`src/rtl/ysyx_22041211_pkg.sv`:
```
// Shared definitions for the instruction fetch unit: FSM state encoding,
// default reset PC and sequential fetch step.
package ysyx_22041211_pkg;

    typedef enum logic [1:0] {
        IDLE = 2'd0,
        REQ  = 2'd1,
        WAIT = 2'd2,
        HOLD = 2'd3
    } ifu_state_e;

    localparam logic [31:0] RESET_PC_DEF = 32'h8000_0000;
    localparam int unsigned PC_STEP      = 4;

endpackage

```
`src/rtl/ysyx_22041211_pc_reg.sv`:
```
// Program counter with next-pc selection: redirect target, sequential step, or hold.
// Without YSYX_22041211_IFU_MISALIGN_EN the low two bits of a redirect target are cleared.
module ysyx_22041211_pc_reg
    import ysyx_22041211_pkg::*;
#(
    parameter int unsigned          ADDR_LEN = 32,
    parameter logic [ADDR_LEN-1:0]  RESET_PC = ADDR_LEN'(RESET_PC_DEF)
) (
    input  logic                clk,
    input  logic                rst,
    input  logic                redirect_valid,
    input  logic [ADDR_LEN-1:0] redirect_pc,
    input  logic                advance,
    output logic [ADDR_LEN-1:0] pc
);

    logic [ADDR_LEN-1:0] target;

`ifdef YSYX_22041211_IFU_MISALIGN_EN
    assign target = redirect_pc;
`else
    assign target = {redirect_pc[ADDR_LEN-1:2], 2'b00};
`endif

    // Redirect beats the sequential step; the step wraps modulo 2^ADDR_LEN.
    always_ff @(posedge clk or posedge rst) begin
        if (rst) begin
            pc <= RESET_PC;
        end else if (redirect_valid) begin
            pc <= target;
        end else if (advance) begin
            pc <= pc + ADDR_LEN'(PC_STEP);
        end
    end

endmodule

```
`src/rtl/ysyx_22041211_ifu.sv`:
```
// Instruction fetch unit: req/resp fetch FSM, instruction buffer and redirect handling.
// Optional YSYX_22041211_IFU_MISALIGN_EN adds inst_misalign and suppresses misaligned fetches.
module ysyx_22041211_ifu
    import ysyx_22041211_pkg::*;
#(
    parameter int unsigned          DATA_LEN = 32,
    parameter int unsigned          ADDR_LEN = 32,
    parameter logic [ADDR_LEN-1:0]  RESET_PC = ADDR_LEN'(RESET_PC_DEF)
) (
    input  logic                clk,
    input  logic                rst,
    input  logic                redirect_valid,
    input  logic [ADDR_LEN-1:0] redirect_pc,
    output logic                imem_req_valid,
    input  logic                imem_req_ready,
    output logic [ADDR_LEN-1:0] imem_req_addr,
    input  logic                imem_resp_valid,
    input  logic [DATA_LEN-1:0] imem_resp_data,
    output logic                inst_valid,
    input  logic                inst_ready,
    output logic [DATA_LEN-1:0] inst,
`ifdef YSYX_22041211_IFU_MISALIGN_EN
    output logic [ADDR_LEN-1:0] inst_pc,
    output logic                inst_misalign
`else
    output logic [ADDR_LEN-1:0] inst_pc
`endif
);

    ifu_state_e          state;
    logic [ADDR_LEN-1:0] pc;
    logic                drop;
    logic                pc_adv;

`ifdef YSYX_22041211_IFU_MISALIGN_EN
    logic pc_bad;
    logic misalign_q;
    assign pc_bad         = (pc[1:0] != 2'b00);
    assign inst_misalign  = misalign_q;
    assign imem_req_valid = (state == REQ) && !pc_bad;
`else
    assign imem_req_valid = (state == REQ);
`endif

    assign imem_req_addr = pc;
    assign inst_valid    = (state == HOLD);
    assign pc_adv        = (state == HOLD) && inst_ready;

    ysyx_22041211_pc_reg #(
        .ADDR_LEN (ADDR_LEN),
        .RESET_PC (RESET_PC)
    ) u_pc_reg (
        .clk            (clk),
        .rst            (rst),
        .redirect_valid (redirect_valid),
        .redirect_pc    (redirect_pc),
        .advance        (pc_adv),
        .pc             (pc)
    );

    always_ff @(posedge clk or posedge rst) begin
        if (rst) begin
            state   <= IDLE;
            drop    <= 1'b0;
            inst    <= '0;
            inst_pc <= '0;
`ifdef YSYX_22041211_IFU_MISALIGN_EN
            misalign_q <= 1'b0;
`endif
        end else begin
            case (state)
                IDLE: state <= REQ;
                REQ: begin
`ifdef YSYX_22041211_IFU_MISALIGN_EN
                    if (pc_bad) begin
                        if (!redirect_valid) begin
                            state      <= HOLD;
                            inst       <= '0;
                            inst_pc    <= pc;
                            misalign_q <= 1'b1;
                        end
                    end else
`endif
                    // A request accepted alongside a redirect is already in flight; its reply is discarded.
                    if (imem_req_ready) begin
                        state <= WAIT;
                        drop  <= redirect_valid;
                    end
                end
                WAIT: begin
                    if (imem_resp_valid) begin
                        if (drop || redirect_valid) begin
                            drop  <= 1'b0;
                            state <= REQ;
                        end else begin
                            inst    <= imem_resp_data;
                            inst_pc <= pc;
`ifdef YSYX_22041211_IFU_MISALIGN_EN
                            misalign_q <= 1'b0;
`endif
                            state   <= HOLD;
                        end
                    end else if (redirect_valid) begin
                        drop <= 1'b1;
                    end
                end
                HOLD: begin
                    if (redirect_valid || inst_ready) begin
                        state <= REQ;
                    end
                end
                default: state <= IDLE;
            endcase
        end
    end

endmodule

```
`config.mk`:
```
export PLATFORM = sky130hd
export DESIGN_NAME = ysyx_22041211_ifu
export DESIGN_NICKNAME = d
export VERILOG_FILES = /design/src/rtl/ysyx_22041211_pkg.sv /design/src/rtl/ysyx_22041211_pc_reg.sv /design/src/rtl/ysyx_22041211_ifu.sv
export SDC_FILE = /design/constraint.sdc
export NUM_CORES = 1
export LEC_CHECK = 0
export CAP_MARGIN = 20
export CORE_ASPECT_RATIO = 1.2
export CORE_MARGIN = 2
export CORE_UTILIZATION = 47
export CTS_CLUSTER_SIZE = 24
export DETAILED_ROUTE_END_ITERATION = 8
export PLACE_DENSITY_LB_ADDON = 0.05
export SETUP_SLACK_MARGIN = 0.05
export SKIP_CTS_REPAIR_TIMING = 1
export SYNTH_ARGS = -nofsm -noshare
export SYNTH_HDL_FRONTEND = slang
export SYNTH_SLANG_ARGS = --single-unit
export TNS_END_PERCENT = 5
```
`constraint.sdc`:
```
create_clock -name clk -period 4.95 [get_ports clk]
set_input_delay 0.495 -clock clk [delete_from_list [all_inputs] [get_ports clk]]
set_output_delay 0.495 -clock clk [all_outputs]
set_load 0.005 [all_outputs]
```
; Word level (Yosys, flattened, before mapping)
; Index checks and enable logic that the tools add are counted.
[totals]
mem_count = 0
mem_bits_ro = 0
latchBits = 0
out_inout_bits = 98
ff_bits = 99
in_bits = 70
mem_bits_rw = 0
word_cells = 36
[op_classes]
bitwise_logic = 1
n_addsub = 1
n_div = 0
eq_ne = 8
magnitude_cmp = 0
mux = 12
n_shift = 0
reduce_logical = 9
multipliers = 0
[ops]
columns = cell, count
row1 = 2-to-1 mux 32 bit, 2
row2 = adder 32 x 3 -> 32 bit (second input constant), 1
row3 = 2-to-1 mux 2 bit, 4
row4 = one-hot mux 2 bit (4 select lines), 1
row5 = inequality test 3 bit (second input constant), 2
row6 = AND reduction 3 bit, 2
row7 = == test 2 bit (second input constant), 2
row8 = 2-to-1 mux 1 bit, 4
row9 = inequality test 2 x 1 -> 1 bit (second input constant), 2
row10 = AND reduction 4 bit, 1
row11 = nonzero test 2 bit, 2
row12 = == test 2 x 1 -> 1 bit (second input constant), 1
row13 = logical NOT 2 bit, 1
row14 = logical OR 1 bit, 2
row15 = inequality test 2 bit (second input constant), 1
row16 = one-hot mux 1 bit (2 select lines), 1
row17 = logical AND 1 bit, 1
row18 = NOT 1 bit, 1

; Depth between registers and ports, before layout
; Gate-level depths: netlist (run 1).
[depth]
word_depth = 4
mapped_depth = 6
depth_no_buf = 6

; By module
; A second synthesis (run 1) with hierarchy kept.
[hier_totals]
cells_unflattened = 357
hier_area_um2 = 4438.0
[by_module_without_submodules]
columns = mod, n_inst, area_per_inst_um2, seq_area_each_um2, cells_each
row1 = ysyx_22041211_ifu, 1, 2648.8, 1676.6, 160
row2 = ysyx_22041211_pc_reg, 1, 1789.2, 752.0, 197

; Worst setup path after synthesis (run 1)
; Ideal clock, no wire load.
[synth_timing]
path_kind = flip-flop to flip-flop
from = reg u_pc_reg.pc[8]
to = reg u_pc_reg.pc[23]
t_arrival_ps = 1919
n_path_buf = 1
path_stages_with_launch = 6
period_less_slack_ps = 2001
t_required_ps = 4868
slack_ps = 2949
setup_time_ps = 82
cell_sequence = dfrtp_1 > nand4_2 > or4b_4 > buf_6 > or4_1 > a31oi_1
[synth_via]
elab_chain_len = 3
[synth_rtl]
columns = element, line
row1 = from (decl), ysyx_22041211_pc_reg.sv:14  ; output logic [ADDR_LEN-1:0] pc
row2 = from (signal assigned), ysyx_22041211_pc_reg.sv:30  ; pc <= target;
row3 = from (signal assigned), ysyx_22041211_pc_reg.sv:32  ; pc <= pc + ADDR_LEN'(PC_STEP);
row4 = adder 32 x 3 -> 32 bit, ysyx_22041211_pc_reg.sv:32
row5 = 2-to-1 mux 32 bit, ysyx_22041211_pc_reg.sv:31  ; end else if (advance) begin
row6 = 2-to-1 mux 32 bit, ysyx_22041211_pc_reg.sv:29  ; end else if (redirect_valid) begin
; Every way passes these cells. The select of a mux whose other input is x is not followed.
; A chain may end at the register's enable or synchronous reset.

; Final worst setup path (run 1)
[layout_timing]
from = in redirect_valid
to = reg inst[18]
[layout_via]
elab_chain_len = 3
[layout_rtl]
columns = element, line
row1 = from (decl), ysyx_22041211_ifu.sv:12  ; input logic redirect_valid,
row2 = logical OR 1 bit, ysyx_22041211_ifu.sv:92  ; if (drop || redirect_valid) begin
row3 = NOT 1 bit (no source line), --
row4 = AND reduction 3 bit (no source line), --
row5 = to (signal assigned), ysyx_22041211_ifu.sv:96  ; inst <= imem_resp_data;
row6 = to (decl), ysyx_22041211_ifu.sv:21  ; output logic [DATA_LEN-1:0] inst,
; Every way passes these cells.

==> flow_summary.yaml, run 1 <==
run_status:
  run_status: "finished, final reports clean"
global_routing:
  first_global_vias: 3442
  grt_use_total: 0.211
  grt-ovfl-total: 0
  antenna_found_initial: 0
  grt_pass1_wl_um: 16800
  grt_start_max_net_pins: 57
routing:
  drt-pass1-iter-count: 4
  final_antenna_net_count: 0
  via_per_inst: 5.40
  drcViolationCount: 0
  drc_marker_count_from_the_first_detailed_route_iteration: 124
  route.detailed.wl_per_inst_um: 15.9
  detail_route.wirelength_um: 10300
  dr_total_vias: 3492
synthesis:
  synth_cell_area_mm2: 0.00434
  most_instantiated_cells_after_synthesis: "sky130_fd_sc_hd__dfrtp_1 (94), sky130_fd_sc_hd__mux2_2 (63), sky130_fd_sc_hd__nand2_1 (28), sky130_fd_sc_hd__nor2_1 (18), sky130_fd_sc_hd__nand3_1 (17)"
  synth_most_common_cell: "sky130_fd_sc_hd__dfrtp_1"
  ys_ff_latch: 95
  synthTopCellsByArea: "sky130_fd_sc_hd__dfrtp_1 (54%), sky130_fd_sc_hd__mux2_2 (16%), sky130_fd_sc_hd__nand2_1 (2.4%)"
  synth_warn: 0
  synth_top_cell_by_area: "sky130_fd_sc_hd__dfrtp_1"
  synth-seq-area-share: 0.548
  synth_top_area_frac: 0.541
  synth_async_sr_flop_share: 1.00
  synth.avg_cell_area_um2: 11.8
  synth_enable_flop_cells: 0
  synth_cell_types: 40
  post_synth_inst_count: 368
  ys.flop_type: "sky130_fd_sc_hd__dfrtp_1"
sta:
  finalHoldViolCount: 0
  slew_headroom: 0.414
  finalClockSkew_ns: 0.00568
  final.min_clock_period_ns: 2.72
  fin_tns_setup_ns: 0
  unrepaired_setup_endpoints_after_global_routing: "no"
  final_setup_fails: 0
  timing.final.max_slew_violations: 0
  timing.final.crit_share: 0.550
  maximum_achievable_frequency_mhz: 367
  worst_slew_pin_slew_ns: 0.878
layout:
  register_area_mm2: 0.00238
  fin_nets: 599
  post_layout_nonfiller_instances: 647
  share_of_cells_above_drive_strength_1: 0.163
  finalCoreUtilization: 0.687
  layout.filler_cells: 732
  syn_to_final_growth_pct: 42.8
  insertedDiodeCount: 0
  multi_input_area_mm2: 0.00184
critical_path:
  critical_path.reg2reg.endpoint: "inst[18]"
  reg2reg_slack_ns: 2.44
  crit_top_cell: "sky130_fd_sc_hd__buf_4"
  start_kind: "input pin"
  worst-path-max-fanout: 45
  cp_data_arrival_time_ns: 2.96
  timing.critical_path.cells: "clkdlybuf4s50_1 -> buf_4 -> nor2_1 -> and3_2 -> buf_4 -> mux2_2"
  critPathSlowestCell: "sky130_fd_sc_hd__and3_2"
  critical_path_required_ns: 5.19
  crit_buf_inv: 3
  worst_setup_path_end_kind: "register"
  timing_worst_setup_path_type: "input pin to register"
  reg2reg_from: "state[0]"
  critical-path-max-stage-delay_ns: 0.78
  rr_worst_depth: 5
  critical_path.top_delay_family: "buffers and inverters"
floorplanning:
  initial_core_util: 0.481
  boundaryPins: 168
  fp.dieArea_mm2: 0.0100
  die_h_um: 109
  core_mm2: 0.00903
  die_width_um: 91.8
  rows: 38
power_and_ir_drop:
  vdd.ir_drop.worst_uv: 293
  leakagePower_nw: 2.54
  cellPowerDensity_mw_per_mm2: 436
placed_design:
  detailed_place_hpwl_um: 7410
  place_congestion: 0.760
  placed_cells_incl_taps: 633
  io_buffers: 161
job:
  drv.max_cap_violation_count: 0
hold_path:
  timing.hold.worst_path_depth: 1
  hold_path_startpoint: "inst[15]"
  min_delay_worst_endpoint: "inst[15]"
  type_of_the_worst_min_delay_path: "register to register"
clock_network:
  clock-root-buffer: "sky130_fd_sc_hd__clkbuf_8"
  cts_tree: "built"
  insertion_delay_ns: 0.35
  numCtsBuffers: 9
  cts.path.max_buffers: 2
  clk_pin_slew_ns: 0.08
  h_tree_depth: 3
  clock_sink_count: 95
==> kinds of logic after synthesis <==
| kind of cell | count (synthesis) | share of synthesized area |
|---|---|---|
| flops | 95 | 0.548 |
| simple gates | 112 | 0.142 |
| fa+ha+maj | 5 | 0.0144 |
| mux | 65 | 0.168 |
| xor+xnor | 12 | 0.0242 |
| buf+inv | 30 | 0.0311 |
| compound gates | 48 | 0.0717 |
| other cells | 1 | 0.000863 |
==> power by group <==
group	switching, mW	internal (mW)	total (mW)
Combinational	0.309	0.725	1.03
Sequential	0.168	1.05	1.21
Clock	0.249	0.205	0.454
==> placed cells by master, fill, tap and decap left out, drive strengths merged, types with 8 or more instances in the layout <==
master / instances
clkdlybuf4s50: 161
dfrtp: 94
mux2: 63
nand2: 28
nor2: 18
nand3: 17
o21ai: 16
nand4: 13
clkbuf: 13
or4: 11
a31oi: 11
o31ai: 8
==> layout make-up <==
class                   instances  area share
well taps                     120      0.0242
inverters                       8     0.00525
clock inverters                 1    0.000807
repair buffers                164       0.263
clock buffers                  13      0.0256
multi-input cells             246       0.297
flip-flops and latches         95       0.383
==> per-stage QoR <==
stage / area (um2) / setup WS [ns] / hold slack [ns] / total power, mW
floorplan: 4360 / 1.98 / 0.496 / 1.60
global placement: 6040 / 1.84 / 0.487 / 2.24
detailed placement: 6040 / 1.80 / 0.494 / 2.28
CTS: 6200 / 2.20 / 0.513 / 2.74
global route: 6200 / 2.02 / 0.520 / 2.88
finish: 6200 / 2.23 / 0.508 / 2.70
==> flip-flops by register name (all words and copies together), names as in the netlist <==
| name | count |
|---|---|
| drop | 1 |
| inst | 32 |
| inst_pc | 30 |
| state | 2 |
| u_pc_reg.pc | 30 |
==> worst max-delay path by stage <==
| stage | from | end | depth (start not counted) |
|---|---|---|---|
| after floorplan | rst | drop | 1 |
| after CTS | redirect_valid | inst_pc[7] | 6 |
| final | redirect_valid | inst[18] | 6 |
| after global routing | redirect_valid | inst[18] | 6 |
| after detailed placement | redirect_valid | inst_pc[7] | 6 |
| after global placement | redirect_valid | inst[24] | 6 |
==> worst reg2reg max path, delay by kind of cell, from the launching register on <==
family | cells | cell delay [ns]
adders and majority gates | 1 | 0.23
DFF | 1 | 0.43
and+or+nand+nor | 1 | 0.78
buffers and inverters | 2 | 0.56
muxes | 1 | 0.40
==> per-layer routing <==
metal,track usage,routed length [um],share of wire,vias up
li1,-,-,-,1649
met1,0.259,4220,0.41,1724
met2,0.362,5330,0.52,107
met3,0.0432,605,0.059,12
met4,0.0938,167,0.016,0
met5,0,0,0,-
(Power assumes the default switching activity.)
==> run 2, diff against run 1 <==
--- a/config.mk
+++ b/config.mk
@@ -8,7 +8,7 @@
 export CAP_MARGIN = 20
 export CORE_ASPECT_RATIO = 1.2
 export CORE_MARGIN = 2
-export CORE_UTILIZATION = 47
+export CORE_UTILIZATION = 44
 export CTS_CLUSTER_SIZE = 24
 export DETAILED_ROUTE_END_ITERATION = 8
 export PLACE_DENSITY_LB_ADDON = 0.05
==> constraint.sdc (replaced) <==
create_clock -name clk -period 2.6 [get_ports clk]
set_input_delay 0.26 -clock clk [delete_from_list [all_inputs] [get_ports clk]]
set_output_delay 0.26 -clock clk [all_outputs]
set_load 0.005 [all_outputs]
==> flow_summary.yaml, run 2 (synthesis results as in run 1) <==
critical_path:
  worst-path-max-fanout: 20
  timing_worst_setup_path_type: "register to register"
  critical_path.top_delay_family: "simple AND/OR/NAND/NOR gates"
  crit_buf_inv: 0
  reg2reg_slack_ns: 0.44
  cp_data_arrival_time_ns: 2.43
  start_kind: "register"
  critical_path_required_ns: 2.87
  critPathSlowestCell: "sky130_fd_sc_hd__or4b_4"
  critical-path-max-stage-delay_ns: 0.65
  timing.critical_path.cells: "nand4_4 -> or4b_4 -> or4_1 -> a31oi_1"
  worst_setup_path_end_kind: "register"
routing:
  drcViolationCount: 0
  via_per_inst: 5.42
  final_antenna_net_count: 0
  drc_marker_count_from_the_first_detailed_route_iteration: 155
  detail_route.wirelength_um: 10900
  route.detailed.wl_per_inst_um: 16.7
  dr_total_vias: 3552
  drt-pass1-iter-count: 4
global_routing:
  grt_use_total: 0.213
  antenna_found_initial: 0
  grt_pass1_wl_um: 17700
  grt_start_max_net_pins: 59
  first_global_vias: 3644
  grt-ovfl-total: 0
clock_network:
  clk_pin_slew_ns: 0.07
  insertion_delay_ns: 0.34
  cts.path.max_buffers: 2
  clock_sink_count: 95
  h_tree_depth: 3
  numCtsBuffers: 9
  cts_tree: "built"
  clock-root-buffer: "sky130_fd_sc_hd__clkbuf_16"
layout:
  stdcell_area_mm2: 0.00642
  layout.cells.most_common_list: "sky130_fd_sc_hd__clkdlybuf4s50_1 (161), sky130_fd_sc_hd__dfrtp_1 (94), sky130_fd_sc_hd__mux2_2 (63), sky130_fd_sc_hd__nand2_1 (28), sky130_fd_sc_hd__nor2_1 (18)"
  insertedDiodeCount: 0
  share_of_cells_above_drive_strength_1: 0.173
  largest_register: "inst"
  syn_to_final_growth_pct: 47.8
  fin_nets: 602
  largest_reg_flops: 32
  layout.cells.most_common: "sky130_fd_sc_hd__clkdlybuf4s50_1"
  largest_registers: "inst x32, inst_pc x30, u_pc_reg.pc x30"
placed_design:
  io_buffers: 161
  place_congestion: 0.765
  detailed_place_hpwl_um: 7850
  dpl_cell_area_mm2: 0.00608
sta:
  worst_slew_pin_slew_ns: 0.730
  unrepaired_setup_endpoints_after_global_routing: "no"
  final_setup_fails: 0
  finalHoldViolCount: 0
  fin_tns_setup_ns: 0
  maximum_achievable_frequency_mhz: 463
  finalClockSkew_ns: 0.00738
  timing.final.max_slew_violations: 0
  timing.final.crit_share: 0.830
  slew_headroom: 0.513
  final.min_clock_period_ns: 2.16
floorplanning:
  boundaryPins: 168
  rows: 39
  fp.dieArea_mm2: 0.0107
  initial_core_util: 0.454
  core_mm2: 0.00956
  die_width_um: 94.7
  die_h_um: 113
power_and_ir_drop:
  leakagePower_nw: 2.64
  cellPowerDensity_mw_per_mm2: 902
  power_mw: 5.80
  vdd.ir_drop.worst_uv: 472
hold_path:
  type_of_the_worst_min_delay_path: "input pin to asynchronous set/reset pin"
run_status:
  run_status: "finished, final reports clean"
job:
  drv.max_cap_violation_count: 0
## run 2: changes by cell type in the layout (fill, tap and decap cells not counted), sizes merged
| cell | before | now |
|---|---|---|
| buf | 3 | 6 |
| bufinv | 0 | 2 |
| clkbuf | 13 | 14 |
| clkinv | 2 | 1 |
| clkinvlp | 0 | 1 |
| inv | 7 | 6 |
## run 2: final cells by class
cell class                 instances  area [um2]
fill                             808        3140
sequential                        95        2380
multi-input combinational        246        1840
timing repair buffer             167        1670
clock buffer                      14         284
tap                              123         154
clock inverter                     2        60.1
inverter                           8        33.8
## run 2: per-stage QoR
step | std cells | hold WS, ns | worst slack (ns) | utilization
6_report | 655 | 0.411 | 0.441 | 0.672
2_1_floorplan | 371 | 0.370 | 0.599 | -
4_1_cts | 655 | 0.428 | 0.432 | 0.672
3_5_place_dp | 639 | 0.495 | 0.450 | 0.636
5_1_grt | 655 | 0.458 | 0.315 | 0.672
3_3_place_gp | 639 | 0.488 | 0.488 | 0.636
## run 2: metal layers
layer	vias to the layer above	part of all wire	GRT usage	wire length, um
li1	1662	-	-	-
met1	1746	0.39	0.252	4260
met2	125	0.51	0.368	5610
met3	19	0.074	0.0486	811
met4	0	0.021	0.0918	225
met5	-	0	0	0
## run 2: worst paths after layout
path                                  from              end  cells after the start
max                         u_pc_reg.pc[4]  u_pc_reg.pc[27]                      4
min                                    rst         inst[28]                      3
max reg2reg                 u_pc_reg.pc[4]  u_pc_reg.pc[27]                      4
min reg2reg                       inst[12]         inst[12]                      1
max in group asynchronous              rst          inst[0]                      3
min in group clk           redirect_pc[31]  u_pc_reg.pc[31]                      3
## run 2: report_power, final
part | switching, mW | internal, mW | total, mW | leakage, nW
sequential | 0.321 | 2.00 | 2.32 | 1.18
combinational | 0.609 | 1.39 | 2.00 | 1.29
clock | 0.534 | 0.948 | 1.48 | 0.169
total | 1.46 | 4.33 | 5.80 | 2.64
## run 2: worst register-to-register path, stage by stage, from the launching register on
cell and delay [ns]:
sky130_fd_sc_hd__dfrtp_1 0.52, sky130_fd_sc_hd__nand4_4 0.20, sky130_fd_sc_hd__or4b_4 0.65, sky130_fd_sc_hd__or4_1 0.54, sky130_fd_sc_hd__a31oi_1 0.18
==> run 3, diff against run 2 <==
==> constraint.sdc (replaced) <==
create_clock -name clk -period 2.2 [get_ports clk]
set_input_delay 0.22 -clock clk [delete_from_list [all_inputs] [get_ports clk]]
set_output_delay 0.22 -clock clk [all_outputs]
set_load 0.005 [all_outputs]
==> flow_summary.yaml, run 3 (synthesis results as in run 1) <==
run_status:
  run_status: "finished, final reports clean"
routing:
  dr_total_vias: 3570
  via_per_inst: 5.34
  route.detailed.wl_per_inst_um: 16.3
  drt-pass1-iter-count: 4
  drc_marker_count_from_the_first_detailed_route_iteration: 137
  detail_route.wirelength_um: 10900
  drcViolationCount: 0
  final_antenna_net_count: 0
sta:
  finalClockSkew_ns: 0.00565
  fin_hold_ws_ns: 0.359
  slew_headroom: 0.662
  final.min_clock_period_ns: 2.03
  finalHoldViolCount: 0
  timing.final.crit_share: 0.922
  worst_slew_pin_slew_ns: 0.508
  timing.final.max_slew_violations: 0
  final_setup_fails: 0
  maximum_achievable_frequency_mhz: 493
  unrepaired_setup_endpoints_after_global_routing: "no"
  fin_tns_setup_ns: 0
clock_network:
  clk_pin_slew_ns: 0.07
  clock_sink_count: 95
  insertion_delay_ns: 0.34
  cts_tree: "built"
  cts.path.max_buffers: 2
  clock-root-buffer: "sky130_fd_sc_hd__clkbuf_16"
  h_tree_depth: 3
  numCtsBuffers: 9
critical_path:
  rr_worst_depth: 4
  timing_worst_setup_path_type: "register to register"
  critical_path.top_delay_family: "simple AND/OR/NAND/NOR gates"
  worst-path-max-fanout: 20
  critical_path_required_ns: 2.47
  crit_buf_inv: 0
  timing.critical_path.cells: "and3_1 -> or4b_4 -> or4_1 -> a31oi_1"
  worst_setup_path_end_kind: "register"
  cp_data_arrival_time_ns: 2.29
  critical_path_cell_count: 4
  critical-path-max-stage-delay_ns: 0.60
  start_kind: "register"
  critPathSlowestCell: "sky130_fd_sc_hd__or4b_4"
power_and_ir_drop:
  power.share.clock: 0.233
  combinationalPowerShare: 0.363
  vdd.ir_drop.worst_uv: 774
  relative_contribution_of_sequential_cells_to_total_power: 0.404
  power_switching_mw: 1.74
  cellPowerDensity_mw_per_mm2: 1030
  leakagePower_nw: 2.70
  internal_power_mw: 4.95
  swShare: 0.260
floorplanning:
  rows: 39
  die_h_um: 113
  die_width_um: 94.7
  initial_core_util: 0.454
  fp.dieArea_mm2: 0.0107
  core_mm2: 0.00956
  boundaryPins: 168
layout:
  register_area_mm2: 0.00238
  fin_nets: 616
  share_of_cells_above_drive_strength_1: 0.194
  largest_register: "inst"
  layout.cells.most_common: "sky130_fd_sc_hd__clkdlybuf4s50_1"
  syn_to_final_growth_pct: 49.5
  largest_reg_flops: 32
  layout.cells.most_common_list: "sky130_fd_sc_hd__clkdlybuf4s50_1 (161), sky130_fd_sc_hd__dfrtp_1 (94), sky130_fd_sc_hd__mux2_2 (63), sky130_fd_sc_hd__nand2_1 (28)"
  largest_registers: "inst x32, inst_pc x30, u_pc_reg.pc x30"
  layout.filler_cells: 765
  multi_input_area_mm2: 0.00184
  insertedDiodeCount: 0
global_routing:
  grt_use_total: 0.216
  grt_pass1_wl_um: 17900
  grt_start_max_net_pins: 96
  first_global_vias: 3579
  grt-ovfl-total: 0
  antenna_found_initial: 0
hold_path:
  type_of_the_worst_min_delay_path: "input pin to asynchronous set/reset pin"
placed_design:
  io_buffers: 161
  detailed_place_hpwl_um: 7860
  place_congestion: 0.760
job:
  drv.max_cap_violation_count: 0
==> run 3: cell type report <==
cell class | instances | area share
clock inverters | 5 | 0.00886
clock buffers | 11 | 0.0374
multi-input cells | 246 | 0.284
repair buffers | 181 | 0.275
well taps | 123 | 0.0237
flip-flops and latches | 95 | 0.366
inverters | 8 | 0.00520
==> run 3: worst reg2reg max path: stages, from the launching register on <==
cell	delay [ns]
sky130_fd_sc_hd__dfrtp_1	0.41
sky130_fd_sc_hd__and3_1	0.23
sky130_fd_sc_hd__or4b_4	0.60
sky130_fd_sc_hd__or4_1	0.53
sky130_fd_sc_hd__a31oi_1	0.17
==> run 3: power groups by stage <==
stage	Combinational (mW)	Sequential, mW	Clock (mW)
floorplan	0.819	2.78	0
global placement	2.42	2.70	0
detailed placement	2.46	2.74	0
CTS	2.47	2.71	1.61
global route	2.63	2.79	1.67
finish	2.43	2.70	1.56
==> run 3: through the flow <==
stage	area (um2)	instances	power, mW	utilization	worst slack (ns)
global route	6500	669	7.09	0.679	0.0656
global placement	6200	653	5.12	0.648	0.209
CTS	6500	669	6.80	0.679	0.178
finish	6500	669	6.69	0.679	0.172
detailed placement	6200	653	5.20	0.648	0.193
floorplan	4360	371	3.60	-	0.199
==> run 3: per-layer routing <==
layer  GRT usage  wire (um)
met3      0.0459        801
met5           0          0
met4      0.0937        203
met1       0.269       4300
met2       0.361       5580
==> run 3: final timing paths <==
path | to | slack (ns) | from
max in group asynchronous | u_pc_reg.pc[31] | 1.44 | rst
hold / removal | inst[16] | 0.36 | rst
setup reg to reg | u_pc_reg.pc[31] | 0.17 | u_pc_reg.pc[16]
setup / recovery | u_pc_reg.pc[31] | 0.17 | u_pc_reg.pc[16]
hold reg to reg | inst_pc[24] | 0.50 | inst_pc[24]
min in group clk | u_pc_reg.pc[3] | 0.44 | redirect_pc[3]
